**config.mk**
```make
export PLATFORM = sky130hd
export DESIGN_NAME = traffic_phase_sequencer_flat
export DESIGN_NICKNAME = d
export VERILOG_FILES = /design/src/rtl/traffic_phase_sequencer_if.sv /design/src/rtl/traffic_phase_sequencer.sv /design/src/flat_wrapper.sv
export SDC_FILE = /design/constraint.sdc
export NUM_CORES = 1
export LEC_CHECK = 0
export BUFFER_PORTS_ARGS = -buffer_cell sky130_fd_sc_hd__buf_2
export CELL_PAD_IN_SITES_DETAIL_PLACEMENT = 1
export CELL_PAD_IN_SITES_GLOBAL_PLACEMENT = 1
export CORE_AREA = 2 2 134 136
export CTS_BUF_LIST = sky130_fd_sc_hd__clkbuf_16
export CTS_CLUSTER_DIAMETER = 50
export CTS_CLUSTER_SIZE = 20
export DETAILED_ROUTE_END_ITERATION = 12
export DIE_AREA = 0 0 136 138
export GPL_TIMING_DRIVEN = 0
export PLACE_DENSITY_LB_ADDON = 0.1
export SYNTH_ARGS = -nofsm -noshare
export SYNTH_HDL_FRONTEND = slang
export SYNTH_SLANG_ARGS = --single-unit
```
**constraint.sdc**
```tcl
create_clock -name clk -period 5.5 [get_ports clk]
set_clock_uncertainty 0.2 [all_clocks]
set_input_delay 0.55 -clock clk [delete_from_list [all_inputs] [get_ports clk]]
set_output_delay 0.55 -clock clk [all_outputs]
set_load 0.01 [all_outputs]
```
**src/rtl/traffic_phase_sequencer_if.sv**
```systemverilog
// Bundle between the traffic phase sequencer and its controller / pedestrian stage.
//   cfg_ns_green, cfg_ew_green : green-length overrides in cycles (0 = use default)
//   flash_en                   : request flashing-yellow mode
//   ns_/ew_ red/yellow/green   : per-direction lamp drives
//   ns_/ew_green_delay         : green length latched at the last green entry
//   phase, phase_counter       : current state code and cycles spent in it
//   phase_done                 : last cycle of a timed state
// The sequencer attaches through the slave modport; the controller uses master.
interface traffic_phase_sequencer_if;
  logic [31:0] cfg_ns_green;
  logic [31:0] cfg_ew_green;
  logic        flash_en;
  logic        ns_red;
  logic        ns_yellow;
  logic        ns_green;
  logic        ew_red;
  logic        ew_yellow;
  logic        ew_green;
  logic [31:0] ns_green_delay;
  logic [31:0] ew_green_delay;
  logic [2:0]  phase;
  logic [31:0] phase_counter;
  logic        phase_done;

  modport master (
    output cfg_ns_green, cfg_ew_green, flash_en,
    input  ns_red, ns_yellow, ns_green, ew_red, ew_yellow, ew_green,
    input  ns_green_delay, ew_green_delay, phase, phase_counter, phase_done
  );

  modport slave (
    input  cfg_ns_green, cfg_ew_green, flash_en,
    output ns_red, ns_yellow, ns_green, ew_red, ew_yellow, ew_green,
    output ns_green_delay, ew_green_delay, phase, phase_counter, phase_done
  );
endinterface

```
**src/rtl/traffic_phase_sequencer.sv**
```systemverilog
// Vehicle-signal sequencer for a two-road intersection. Cycles NS/EW through
// green -> yellow -> all-red, with a flashing-yellow maintenance mode.
// Ports:
//   clk : system clock
//   rst : asynchronous, active-high reset
//   bus : traffic_phase_sequencer_if.slave (config/flash request in; lamps, latched
//         green lengths, phase code, phase counter and phase_done out)
module traffic_phase_sequencer #(
  parameter int unsigned NS_GREEN_CYCLES   = 500_000_000,
  parameter int unsigned EW_GREEN_CYCLES   = 400_000_000,
  parameter int unsigned YELLOW_CYCLES     = 150_000_000,
  parameter int unsigned ALL_RED_CYCLES    = 50_000_000,
  parameter int unsigned FLASH_HALF_CYCLES = 25_000_000
) (
  input logic                      clk,
  input logic                      rst,
  traffic_phase_sequencer_if.slave bus
);

  localparam logic [2:0] StAllRedA  = 3'd0;
  localparam logic [2:0] StNsGreen  = 3'd1;
  localparam logic [2:0] StNsYellow = 3'd2;
  localparam logic [2:0] StAllRedB  = 3'd3;
  localparam logic [2:0] StEwGreen  = 3'd4;
  localparam logic [2:0] StEwYellow = 3'd5;
  localparam logic [2:0] StFlash    = 3'd6;

  logic [2:0]  state_q, state_d;
  logic [31:0] cnt_q, cnt_d;
  logic [31:0] ns_delay_q, ns_delay_d;
  logic [31:0] ew_delay_q, ew_delay_d;
  logic        blink_q, blink_d;
  logic [31:0] duration;
  logic        timed;
  logic        done;

  always_comb begin
    duration = 32'd0;
    case (state_q)
      StAllRedA, StAllRedB:   duration = 32'(ALL_RED_CYCLES);
      StNsYellow, StEwYellow: duration = 32'(YELLOW_CYCLES);
      StNsGreen:              duration = ns_delay_q;
      StEwGreen:              duration = ew_delay_q;
      default:                duration = 32'd0;
    endcase
  end

  assign timed = (state_q <= StEwYellow);
  assign done  = timed && (cnt_q == duration - 32'd1);

  always_comb begin
    state_d    = state_q;
    cnt_d      = cnt_q + 32'd1;
    blink_d    = blink_q;
    ns_delay_d = ns_delay_q;
    ew_delay_d = ew_delay_q;
    if (bus.flash_en) begin
      // Flash request wins over any phase advance.
      if (state_q != StFlash) begin
        state_d = StFlash;
        cnt_d   = 32'd0;
        blink_d = 1'b1;
      end else if (cnt_q == 32'(FLASH_HALF_CYCLES - 1)) begin
        cnt_d   = 32'd0;
        blink_d = ~blink_q;
      end
    end else if (!timed) begin
      // Leaving flash, or recovering from the unused code 7.
      state_d = StAllRedA;
      cnt_d   = 32'd0;
    end else if (done) begin
      cnt_d = 32'd0;
      case (state_q)
        StAllRedA: begin
          state_d    = StNsGreen;
          ns_delay_d = (bus.cfg_ns_green == 32'd0) ? 32'(NS_GREEN_CYCLES) : bus.cfg_ns_green;
        end
        StNsGreen:  state_d = StNsYellow;
        StNsYellow: state_d = StAllRedB;
        StAllRedB: begin
          state_d    = StEwGreen;
          ew_delay_d = (bus.cfg_ew_green == 32'd0) ? 32'(EW_GREEN_CYCLES) : bus.cfg_ew_green;
        end
        StEwGreen:  state_d = StEwYellow;
        default:    state_d = StAllRedA;
      endcase
    end
  end

  always_ff @(posedge clk or posedge rst) begin
    if (rst) begin
      state_q    <= StAllRedA;
      cnt_q      <= 32'd0;
      blink_q    <= 1'b0;
      ns_delay_q <= 32'(NS_GREEN_CYCLES);
      ew_delay_q <= 32'(EW_GREEN_CYCLES);
    end else begin
      state_q    <= state_d;
      cnt_q      <= cnt_d;
      blink_q    <= blink_d;
      ns_delay_q <= ns_delay_d;
      ew_delay_q <= ew_delay_d;
    end
  end

  // Code 7 shows red both ways until it recovers on the next edge.
  assign bus.ns_red    = (state_q == StAllRedA) || (state_q == StAllRedB) ||
                         (state_q == StEwGreen) || (state_q == StEwYellow) || (state_q == 3'd7);
  assign bus.ns_yellow = (state_q == StNsYellow) || ((state_q == StFlash) && blink_q);
  assign bus.ns_green  = (state_q == StNsGreen);
  assign bus.ew_red    = (state_q == StAllRedA) || (state_q == StAllRedB) ||
                         (state_q == StNsGreen) || (state_q == StNsYellow) || (state_q == 3'd7);
  assign bus.ew_yellow = (state_q == StEwYellow) || ((state_q == StFlash) && blink_q);
  assign bus.ew_green  = (state_q == StEwGreen);

  assign bus.ns_green_delay = ns_delay_q;
  assign bus.ew_green_delay = ew_delay_q;
  assign bus.phase          = state_q;
  assign bus.phase_counter  = cnt_q;
  assign bus.phase_done     = done;

endmodule
```
**src/flat_wrapper.sv**
```systemverilog
// flat-port wrapper written by rule: the top's interface ports become plain ports
module traffic_phase_sequencer_flat 
#(
  parameter int unsigned NS_GREEN_CYCLES   = 500_000_000,
  parameter int unsigned EW_GREEN_CYCLES   = 400_000_000,
  parameter int unsigned YELLOW_CYCLES     = 150_000_000,
  parameter int unsigned ALL_RED_CYCLES    = 50_000_000,
  parameter int unsigned FLASH_HALF_CYCLES = 25_000_000
)
  (clk, rst, bus_cfg_ns_green, bus_cfg_ew_green, bus_flash_en, bus_ns_red, bus_ns_yellow, bus_ns_green, bus_ew_red, bus_ew_yellow, bus_ew_green, bus_ns_green_delay, bus_ew_green_delay, bus_phase, bus_phase_counter, bus_phase_done);
  traffic_phase_sequencer_if bus_i ();
  input logic clk;
  input logic rst;
  input wire logic [$bits(bus_i.cfg_ns_green)-1:0] bus_cfg_ns_green;
  input wire logic [$bits(bus_i.cfg_ew_green)-1:0] bus_cfg_ew_green;
  input wire logic [$bits(bus_i.flash_en)-1:0] bus_flash_en;
  output wire logic [$bits(bus_i.ns_red)-1:0] bus_ns_red;
  output wire logic [$bits(bus_i.ns_yellow)-1:0] bus_ns_yellow;
  output wire logic [$bits(bus_i.ns_green)-1:0] bus_ns_green;
  output wire logic [$bits(bus_i.ew_red)-1:0] bus_ew_red;
  output wire logic [$bits(bus_i.ew_yellow)-1:0] bus_ew_yellow;
  output wire logic [$bits(bus_i.ew_green)-1:0] bus_ew_green;
  output wire logic [$bits(bus_i.ns_green_delay)-1:0] bus_ns_green_delay;
  output wire logic [$bits(bus_i.ew_green_delay)-1:0] bus_ew_green_delay;
  output wire logic [$bits(bus_i.phase)-1:0] bus_phase;
  output wire logic [$bits(bus_i.phase_counter)-1:0] bus_phase_counter;
  output wire logic [$bits(bus_i.phase_done)-1:0] bus_phase_done;
  assign bus_i.cfg_ns_green = bus_cfg_ns_green;
  assign bus_i.cfg_ew_green = bus_cfg_ew_green;
  assign bus_i.flash_en = bus_flash_en;
  assign bus_ns_red = bus_i.ns_red;
  assign bus_ns_yellow = bus_i.ns_yellow;
  assign bus_ns_green = bus_i.ns_green;
  assign bus_ew_red = bus_i.ew_red;
  assign bus_ew_yellow = bus_i.ew_yellow;
  assign bus_ew_green = bus_i.ew_green;
  assign bus_ns_green_delay = bus_i.ns_green_delay;
  assign bus_ew_green_delay = bus_i.ew_green_delay;
  assign bus_phase = bus_i.phase;
  assign bus_phase_counter = bus_i.phase_counter;
  assign bus_phase_done = bus_i.phase_done;
  traffic_phase_sequencer #(.NS_GREEN_CYCLES(NS_GREEN_CYCLES), .EW_GREEN_CYCLES(EW_GREEN_CYCLES), .YELLOW_CYCLES(YELLOW_CYCLES), .ALL_RED_CYCLES(ALL_RED_CYCLES), .FLASH_HALF_CYCLES(FLASH_HALF_CYCLES)) u_core (.clk(clk), .rst(rst), .bus(bus_i));
endmodule
```
# After elaboration in Yosys (flattened, before gate mapping)
# Cells that the tools add are included.
# W data, S select, Z words.
[word_totals]
reg_bits = 100
inputBits = 67
out_inout_bits = 106
elab_cells = 58
[op_classes]
add_sub_neg = 2
order_cmp = 1
eq_ne = 12
n_mux = 15
bitwise_logic = 2
n_reduce_logical = 21
[op_table]
columns = ["op", "count"]
rows = [
  ["$mux W32", 7],
  ["$pmux W32 S4", 1],
  ["$logic_not A32 Y1", 2],
  ["$add A32 B1 Y32 const B", 1],
  ["$eq A32 B25 Y1 const B", 1],
  ["$eq A32 B32 Y1", 1],
  ["$sub A32 B1 Y32 const B", 1],
  ["$pmux W3 S5", 1],
  ["$eq A3 B3 Y1 const B", 4],
  ["$mux W3", 4],
  ["$logic_or A1 B1 Y1", 9],
  ["$reduce_and A4 Y1", 2],
  ["$eq A3 B2 Y1 const B", 2],
  ["$ne A3 B3 Y1 const B", 2],
  ["$reduce_and A2 Y1", 2],
  ["$reduce_or A2 Y1", 2],
  ["$eq A3 B1 Y1 const B", 1],
  ["$le A3 B3 Y1 const B", 1],
  ["$logic_not A3 Y1", 1],
  ["$logic_and A1 B1 Y1", 2],
  ["$mux W1", 2],
  ["$ne A2 B1 Y1 const B", 1],
  ["$not A1 Y1", 2],
  ["$reduce_bool A2 Y1", 1],
]

# Longest topological paths before layout
# Gate-level depths: netlist of the first run.
[depth]
ltp_word = 9
depth_mapped = 16
depth_no_buf = 12

# Least setup slack after synthesis of the first run
# No wires, ideal clock.
[synth_path]
path_kind = "reg-to-reg"
from = "reg u_core.state_q[2] (netlist: u_core.bus.phase[2])"
to = "reg u_core.ew_delay_q[11] (netlist: u_core.bus.ew_green_delay[11])"
setup_ns = 0.125
arrival_time_ns = 3.940
t_required_ns = 5.175
path_slack_ns = 1.234
path_stages_with_launch = 17
n_path_buf = 4
synth_period_minus_slack_ns = 4.266
cell_sequence = "dfrtp_1 -> buf_2 -> nor2b_1 -> buf_6 -> a32oi_4 -> ha_1 -> nand3_1 -> nor4_1 -> nand2_1 -> or4_1 -> o21a_1 -> nor4b_4 -> and4_1 -> buf_4 -> nand4_4 -> buf_6 -> mux2_4"
[synth_via]
elab_chain_len = 7
word_cells_on_any_way = 14
classes_between = "add/sub (1); order compare (1); eq/ne (6); mux (1); reduce/logical (5)"
[synth_lines]
columns = ["element", "line_no", "rtl"]
rows = [
  ["from (decl)", "traffic_phase_sequencer.sv:28", "logic [2:0] state_q, state_d;"],
  ["from (signal assigned)", "traffic_phase_sequencer.sv:92", "state_q <= StAllRedA;"],
  ["from (signal assigned)", "traffic_phase_sequencer.sv:98", "state_q <= state_d;"],
  ["$eq A3 B2 Y1 (tied with other cells)", "traffic_phase_sequencer.sv:39", "case (state_q)"],
  ["$reduce_or A2 Y1", "traffic_phase_sequencer.sv:39", ""],
  ["$pmux W32 S4", "traffic_phase_sequencer.sv:39", ""],
  ["$sub A32 B1 Y32", "traffic_phase_sequencer.sv:49", "assign done = timed && (cnt_q == duration - 32'd1);"],
  ["$eq A32 B32 Y1", "traffic_phase_sequencer.sv:49", ""],
  ["$logic_and A1 B1 Y1", "traffic_phase_sequencer.sv:49", ""],
  ["$reduce_and A4 Y1 (no source line) *", "--", ""],
  ["to (signal assigned)", "traffic_phase_sequencer.sv:96", "ew_delay_q <= 32'(EW_GREEN_CYCLES);"],
  ["to (signal assigned)", "traffic_phase_sequencer.sv:102", "ew_delay_q <= ew_delay_d;"],
  ["to (decl)", "traffic_phase_sequencer.sv:31", "logic [31:0] ew_delay_q, ew_delay_d;"],
]
# Every way passes the cells marked *; elsewhere a longest branch is shown, timed or not.
# A chain may end at the register's enable or synchronous reset.

# Final worst setup path of the first run
[layout_path]
from = "reg u_core.state_q[0] (netlist: u_core.bus.phase[0])"
to = "out bus_phase_done"
[layout_via]
elab_chain_len = 6
word_cells_on_any_way = 13
classes_between = "add/sub (1); order compare (1); eq/ne (6); mux (1); reduce/logical (4)"
[layout_lines]
columns = ["element", "line_no", "rtl"]
rows = [
  ["$eq A3 B2 Y1 (tied with other cells)", "traffic_phase_sequencer.sv:39", ""],
  ["$reduce_or A2 Y1", "traffic_phase_sequencer.sv:39", ""],
  ["$pmux W32 S4", "traffic_phase_sequencer.sv:39", ""],
  ["$sub A32 B1 Y32", "traffic_phase_sequencer.sv:49", ""],
  ["$eq A32 B32 Y1", "traffic_phase_sequencer.sv:49", ""],
  ["$logic_and A1 B1 Y1 *", "traffic_phase_sequencer.sv:49", ""],
  ["to (decl)", "flat_wrapper.sv:27", "output wire logic [$bits(bus_i.phase_done)-1:0] bus_phase_done;"],
]
# Marked as above.

==> out/qor.txt, run 1 <==
status: complete, no violations
GRT overflow: 0
crit-path cells: nor2b_1 > buf_2 > a32oi_4 > ha_1 > nand3_1 > nor4_4 > nand3_1 > nor2_1 > or4bb_1 > a211o_1 > nor2_1 > buf_2
CP max-delay cell: or4bb_1
TritonCTS Buffers: 9
asr flop ratio synth: 100%
CP Buf/Inv Count: 2
clock root buffer: clkbuf_16
first-pass GRT wire length: 37900 µm
Clock power frac: 34.9%
most common cell after layout, fill and taps aside: buf_2
Synth Instances: 739
Die H: 138 µm
Post-CTS Setup Inserts: 0
RSZ-0062 raised after global routing: false
Arr. time, crit path: 4.32 ns
Seq cells post-synth: 100
relative slew slack: 32.6%
Post-Route Utilization: 48.3%
Yosys cell types: 77
Power Density: 218 mW/mm²
later-pin clock latency in the skew report: 0.36 ns
final hold vios: 0
largest net degree at the start of global routing: 62
share of layout cells above drive strength 1: 31.0%
initial DRC count: 334
EDFF count, synth: 0
width of the die: 136 µm
crit-path max cell delay: 0.58 ns
commonest non-fill, non-tap cells in the layout: 189 x buf_2, 75 x dfrtp_1, 61 x nor2_1
CTS H-tree lvls: 3
Via-to-Cell Ratio: 5.63
worst-path maximum fanout: 10
CTS tree: built
Hold Slack: 0.0248 ns
Cell Int Power: 1230 µW
ANT nets after route: 0
I/O pin count: 173
routability cong.: 0.923
Core Area: 0.0175 mm²
Sink Count: 100
Synth Flop Type: dfrtp_1
NumNets Final: 991
register area share after synthesis: 36.3%
sequential power share: 41.1%
maximum clock insertion buffer count: 2
final setup violation count: 0
Crit path max-delay family: simple AND/OR/NAND/NOR gates
fin crit period: 5.07 ns
Vias: 6510
mean post-synth cell area: 9.44 µm²
max_cap viols: 0
worst-margin pin slew: 1.01 ns
DIE AREA: 0.0188 mm²
Post-Route WL: 24200 µm
HPWL Detailed: 19900 µm
area of the mapped netlist: 0.00698 mm²
Sw Pwr: 618 µW
Global Route Usage Sum: 26.1%
Tcrit/Tclk final: 92.2%
syn nets: 808
n_diodes: 0
routed len/inst: 20.9 µm
total negative slack: 0 ns
Total Power: 1840 µW
Startpoint Class: register
HP Class: input pin to asynchronous set/reset pin
setup ws final: 0.430 ns
initial antenna violation count: 0
TritonRoute pass-1 iters: 5
I/O Buffers: 171
Hold-fix buffers, CTS: 0
vias in the first global route: 6804
CTS clock-pin slew for the worst setup and hold paths: 0.08 ns
Gate power share: 24.0%
Leak: 0.00420 µW
switching part of the total: 33.5%
pre-CTS setup slack: 0.0886 ns
Setup crit end kind: output port
Initial Util: 39.8%
Critical Path RT: 4.75 ns
critical path type: register to output port
Peak VDD IR: 0.156 mV
site row count: 49
area grow syn2layout: 21.4%
fmax: 197 MHz
final-report max-slew violation count: 0
DRC: 0
Yosys warnings: 0
## sequential cells by signal (all words and copies together) (netlist names)
name	flops
u_core.bus.ew_green_delay	32
u_core.bus.ns_green_delay	32
u_core.bus.phase_counter	32
u_core.bus.phase	3
u_core.blink_q	1
## metal layers
metal	wire, µm	vias to the layer above	global-route usage (%)	part of all wire [%]
li1	-	3053	-	-
met1	10800	3232	34.7	44
met2	11900	193	44.1	49
met3	1010	32	3.15	4.2
met4	552	0	8.61	2.3
met5	0	-	0	0
## metrics by stage
stage               instances  cell area, µm²
global placement         1139            8120
finish                   1156            8470
detailed placement       1140            8150
global route             1156            8470
floorplan                 739            6980
CTS                      1156            8450
## area by class of cell
cell class	instances	area, µm²
fillers	2127	9070
multi-input cells	560	4100
flip-flops and latches	100	2530
repair buffers	172	883
well taps	229	287
plain buffers	44	236
clock buffers	9	225
inverters	35	134
clock inverters	7	67.6
## cell usage after synthesis (all sizes together) (20+ instances only)
| master | instances | area (µm²) |
|---|---|---|
| a21oi | 52 | 260 |
| buf | 28 | 176 |
| dfrtp | 75 | 1880 |
| dfstp | 25 | 657 |
| inv | 35 | 131 |
| mux2 | 39 | 507 |
| mux2i | 25 | 250 |
| nand2 | 42 | 165 |
| nand3 | 21 | 118 |
| nand3b | 20 | 150 |
| nor2 | 62 | 235 |
| nor4 | 34 | 213 |
| xnor2 | 44 | 385 |
| xor2 | 24 | 210 |
## cell families (layout without fill, tap and decap cells)
kind of cell / count (synthesis) / count (layout) / share of synthesized area, %
AOI/OAI and AO/OA: 135 / 135 / 14.2
buffers and inverters: 79 / 267 / 5.27
and+or+nand+nor: 290 / 290 / 24.1
xor gates and xnor gates: 69 / 69 / 8.86
adders and majority gates: 2 / 2 / 0.359
DFF: 100 / 100 / 36.3
muxes: 64 / 64 / 10.9
## worst reg2reg max path: stages (launching register included)
cell	delay, ns
dfrtp_1	0.49
nor2b_1	0.25
buf_2	0.25
a32oi_4	0.41
ha_1	0.32
nand3_1	0.17
nor4_4	0.29
nand3_1	0.26
nor2_1	0.26
or4bb_1	0.58
a211o_1	0.39
o21ai_1	0.53
buf_2	0.33
a21oi_1	0.12
## power groups by stage
stage               Clock [µW]  Sequential [µW]  Combinational [µW]
floorplan                    0              771                 291
global placement             0              771                 421
detailed placement           0              771                 435
CTS                        655              758                 438
global route               690              759                 482
finish                     643              758                 442
## path summary, 6_finish.rpt
| check | endpoint | cells past startpoint | start | slack, ns |
|---|---|---|---|---|
| setup reg to reg | u_core.bus.phase_counter[30] | 13 | u_core.bus.phase[0] | 0.51 |
| hold / removal | u_core.bus.phase_counter[7] | 2 | rst | 0.02 |
| hold reg to reg | u_core.bus.ns_green_delay[10] | 2 | u_core.bus.ns_green_delay[10] | 0.28 |
| setup / recovery | bus_phase_done | 12 | u_core.bus.phase[0] | 0.43 |
| max in group asynchronous | u_core.bus.ns_green_delay[23] | 3 | rst | 4.33 |
| min in group clk | u_core.bus.ns_green_delay[1] | 2 | bus_cfg_ns_green[1] | 0.22 |
## timing repair
item	4_1_cts	5_1_grt
gates resized for setup	1	3
endpoints found under the hold margin	0	0
endpoints found under the setup margin	1	1
Note: power is estimated with default switching activity, not from simulation.
==> inputs of run 2 (changes only) <==
--- a/config.mk
+++ b/config.mk
@@ -5,17 +5,18 @@
 export SDC_FILE = /design/constraint.sdc
 export NUM_CORES = 1
 export LEC_CHECK = 0
+export ABC_AREA = 1
 export BUFFER_PORTS_ARGS = -buffer_cell sky130_fd_sc_hd__buf_2
 export CELL_PAD_IN_SITES_DETAIL_PLACEMENT = 1
 export CELL_PAD_IN_SITES_GLOBAL_PLACEMENT = 1
-export CORE_AREA = 2 2 134 136
+export CORE_AREA = 2 2 144 146
 export CTS_BUF_LIST = sky130_fd_sc_hd__clkbuf_16
 export CTS_CLUSTER_DIAMETER = 50
 export CTS_CLUSTER_SIZE = 20
 export DETAILED_ROUTE_END_ITERATION = 12
-export DIE_AREA = 0 0 136 138
+export DIE_AREA = 0 0 146 148
 export GPL_TIMING_DRIVEN = 0
-export PLACE_DENSITY_LB_ADDON = 0.1
+export PLACE_DENSITY = 0.77
 export SYNTH_ARGS = -nofsm -noshare
 export SYNTH_HDL_FRONTEND = slang
 export SYNTH_SLANG_ARGS = --single-unit
==> out/qor.txt, run 2 <==
CTS tree: built (unchanged)
DRC: 0 (unchanged)
DIE AREA: 0.0216 mm² (was 0.0188 mm²)
vias in the first global route: 8423 (was 6804)
HP Class: input pin to asynchronous set/reset pin (unchanged)
site row count: 52 (was 49)
Hold Slack: -0.00468 ns (was 0.0248 ns)
syn nets: 1243 (was 808)
GR Util met3: 4.07% (was 3.15%)
initial DRC count: 389 (was 334)
simple-gate share of the synthesized area: 40.0% (was 24.1%)
CP max-delay cell: dfrtp_1 (was or4bb_1)
I/O Buffers: 172 (was 171)
mux contribution to synthesized area: 0% (was 10.9%)
later-pin clock latency in the skew report: 0.37 ns (was 0.36 ns)
worst-margin pin slew: 0.729 ns (was 1.01 ns)
share of layout cells above drive strength 1: 20.2% (was 31.0%)
GRT overflow: 0 (unchanged)
relative slew slack: 50.9% (was 32.6%)
Cell Int Power: 1790 µW (was 1230 µW)
Sink Count: 100 (unchanged)
commonest non-fill, non-tap cells in the layout: 335 x nand2_1, 206 x inv_1, 185 x buf_2 (was 189 x buf_2, 75 x dfrtp_1, 61 x nor2_1)
Worst path most repeated cell: nand2_1
critical path depth: 20 (was 12)
NumNets Final: 1427 (was 991)
adder-cell share of the synthesized area: 0.332% (was 0.359%)
maximum clock insertion buffer count: 2 (unchanged)
Setup crit end kind: output port (unchanged)
most frequent cell after synthesis: nand2_1 (was dfrtp_1)
Post-Synth XOR/XNOR Area: 6.15% (was 8.86%)
CTS-repair resized insts: 0 (was 1)
Via-to-Cell Ratio: 5.04 (was 5.63)
Sw Pwr: 2030 µW (was 618 µW)
initial antenna violation count: 1 (was 0)
R2R Path End: u_core.bus.ew_green_delay[30] (was u_core.bus.phase_counter[30])
fin crit period: 4.94 ns (was 5.07 ns)
n_diodes: 0 (unchanged)
CTS H-tree lvls: 3 (unchanged)
CP endpoint: bus_phase_done (unchanged)
Power Density: 420 mW/mm² (was 218 mW/mm²)
Yosys top cell by area: dfrtp_1 (unchanged)
Global Route Usage Sum: 26.3% (was 26.1%)
CP Buf/Inv Count: 5 (was 2)
Hold-fix buffers, CTS: 0 (unchanged)
R2R cell count: 25 (was 13)
Critical Path RT: 4.75 ns (about the same)
TritonRoute pass-1 iters: 5 (unchanged)
Post-Route WL: 28500 µm (was 24200 µm)
first-pass GRT wire length: 44400 µm (was 37900 µm)
routed len/inst: 17.4 µm (was 20.9 µm)
ANT nets after route: 0 (unchanged)
largest net degree at the start of global routing: 69 (was 62)
Synth Flop Type: dfrtp_1 (unchanged)
worst-path maximum fanout: 10 (unchanged)
mean post-synth cell area: 6.43 µm² (was 9.44 µm²)
sequential power share: 21.1% (was 41.1%)
final-report max-slew violation count: 0 (unchanged)
status: finished with violations (was complete, no violations)
asr flop ratio synth: 100% (unchanged)
failing checks: negative hold slack
Synth Instances: 1174 (was 739)
# fillers: 2754 (was 2127)
post-synthesis compound-gate area fraction: 5.85% (was 14.2%)
Post-CTS Setup Inserts: 0 (unchanged)
CTS clock-pin slew for the worst setup and hold paths: 0.08 ns (about the same)
area grow syn2layout: 20.4% (was 21.4%)
width of the die: 146 µm (was 136 µm)
crit-path max cell delay: 0.48 ns (was 0.58 ns)
fmax: 202 MHz (was 197 MHz)
total negative slack: 0 ns (unchanged)
crit-path cells: nor2_2 > nand2_2 > inv_2 > nand2_1 > nand2_1 > inv_1 > ha_1 > nand2_1 > nor2_1 > nand2_2 > nor2_1 > nand2_1 > nand3_1 > nor2_1 > nand2_1 > nor2_4 > buf_4 > nand3_2 > inv_1 > buf_2 (was nor2b_1 > buf_2 > a32oi_4 > ha_1 > nand3_1 > nor4_4 > nand3_1 > nor2_1 > or4bb_1 > a211o_1 > nor2_1 > buf_2)
final setup violation count: 0 (unchanged)
GRT met1 Usage: 33.6% (was 34.7%)
register area share after synthesis: 33.6% (was 36.3%)
ranking of synthesized cells by area: dfrtp_1 25%, nand2_1 17%, inv_1 10%, dfstp_2 8.7%, nand3_1 6.3% (was dfrtp_1 27%, dfstp_2 9.4%, xnor2_1 5.5%, mux2_4 3.9%, a21oi_1 3.7%)
Die H: 148 µm (was 138 µm)
Total Power: 3810 µW (was 1840 µW)
I/O pin count: 173 (unchanged)
max_cap viols: 0 (unchanged)
Clock power frac: 18.3% (was 34.9%)
Yosys warnings: 0 (unchanged)
largest family of logic cells by synthesized area: simple AND/OR/NAND/NOR gates (unchanged)
critical path type: register to output port (unchanged)
routability cong.: 0.889 (was 0.923)
final hold vios: 7 (was 0)
area of the mapped netlist: 0.00755 mm² (was 0.00698 mm²)
Arr. time, crit path: 4.19 ns (was 4.32 ns)
Peak VDD IR: 0.213 mV (was 0.156 mV)
top cell type's share of synthesized area: 24.9% (was 26.9%)
Leak: 0.00480 µW (was 0.00420 µW)
Seq cells post-synth: 100 (unchanged)
TritonCTS Buffers: 9 (unchanged)
Startpoint Class: register (unchanged)
clock root buffer: clkbuf_16 (unchanged)
Synth top cells by count: 335 x nand2_1, 207 x inv_1, 125 x nor2_1 (was 75 x dfrtp_1, 61 x nor2_1, 52 x a21oi_1)
M2 GR Usage: 45.4% (was 44.1%)
Vias: 8225 (was 6510)
Core Area: 0.0200 mm² (was 0.0175 mm²)
Critical Path Start: u_core.bus.phase[1] (was u_core.bus.phase[0])
r2r setup slk: 1.07 ns (was 0.51 ns)
Post-Route Utilization: 45.4% (was 48.3%)
Yosys cell types: 37 (was 77)
most common cell after layout, fill and taps aside: nand2_1 (was buf_2)
switching part of the total: 53.2% (was 33.5%)
RSZ-0062 raised after global routing: false (unchanged)
Gate power share: 60.6% (was 24.0%)
layer carrying the most global-route usage: met2 (unchanged)
Tcrit/Tclk final: 89.8% (was 92.2%)
HPWL Detailed: 23200 µm (was 19900 µm)
Initial Util: 37.7% (was 39.8%)
launch point of the worst reg-to-reg path: u_core.bus.phase[1] (was u_core.bus.phase[0])
Storage cell area: 0.00253 mm² (unchanged)
EDFF count, synth: 0 (unchanged)
Multi-input gate area: 0.00395 mm² (was 0.00410 mm²)
Crit path max-delay family: simple AND/OR/NAND/NOR gates (unchanged)
## run 2: cell families (layout without fill, tap and decap cells)
family / count (synthesis) / after routing
flip-flops: 100 / 100
AO/OA/AOI/OAI: 78 / 78
adder cells (fa/ha/maj): 2 / 2
buffers and inverters: 261 / 450
XOR/XNOR: 53 / 53
AND/OR/NAND/NOR: 680 / 680
## run 2: final cells by class
type	count	share of cell area (%)
multi-input cells	813	43.5
flip-flops and latches	100	27.9
repair buffers	173	9.77
inverters	216	8.95
well taps	270	3.72
plain buffers	45	2.78
clock buffers	9	2.48
clock inverters	7	0.950
## run 2: worst min path at each step
stage,from,endpoint,slack [ns]
detailed placement,u_core.bus.ns_green_delay[18],u_core.bus.ns_green_delay[18],0.28
floorplan,u_core.blink_q,u_core.blink_q,0.25
finish,rst,u_core.bus.phase_counter[5],-0.005
global route,rst,u_core.bus.phase_counter[5],0.04
CTS,rst,u_core.bus.phase_counter[7],0.01
global placement,u_core.blink_q,u_core.blink_q,0.27
## run 2: worst register-to-register path, delay by kind of cell, from the launching register on
kind	cells	cell delay (ns)
flops	1	0.48
fa+ha+maj	1	0.33
simple gates	19	2.45
buf+inv	5	0.87
## run 2: power by group through the flow
stage / Sequential (µW) / Combinational [µW] / Clock, µW
3_3_place_gp: 816 / 2220 / 0
5_1_grt: 809 / 2590 / 729
3_5_place_dp: 815 / 2280 / 0
6_report: 803 / 2310 / 698
4_1_cts: 803 / 2310 / 705
2_1_floorplan: 814 / 1620 / 0
## run 2: routing by layer
metal  up-vias  share of wire (%)
li1       4035                  -
met1      3945                 45
met2       201                 48
met3        42                4.6
met4         2                2.5
met5         -              0.039
## run 2: per-stage QoR
stage | instance area [µm²] | worst slack [ns] | hold slack (ns) | instances
after floorplan | 7550 | 2.10 | 0.253 | 1174
after global placement | 8750 | 0.727 | 0.269 | 1616
after detailed placement | 8780 | 1.05 | 0.278 | 1617
after CTS | 9090 | 0.606 | 0.00958 | 1633
after global routing | 9090 | 0.343 | 0.0409 | 1633
final | 9090 | 0.559 | -0.00468 | 1633
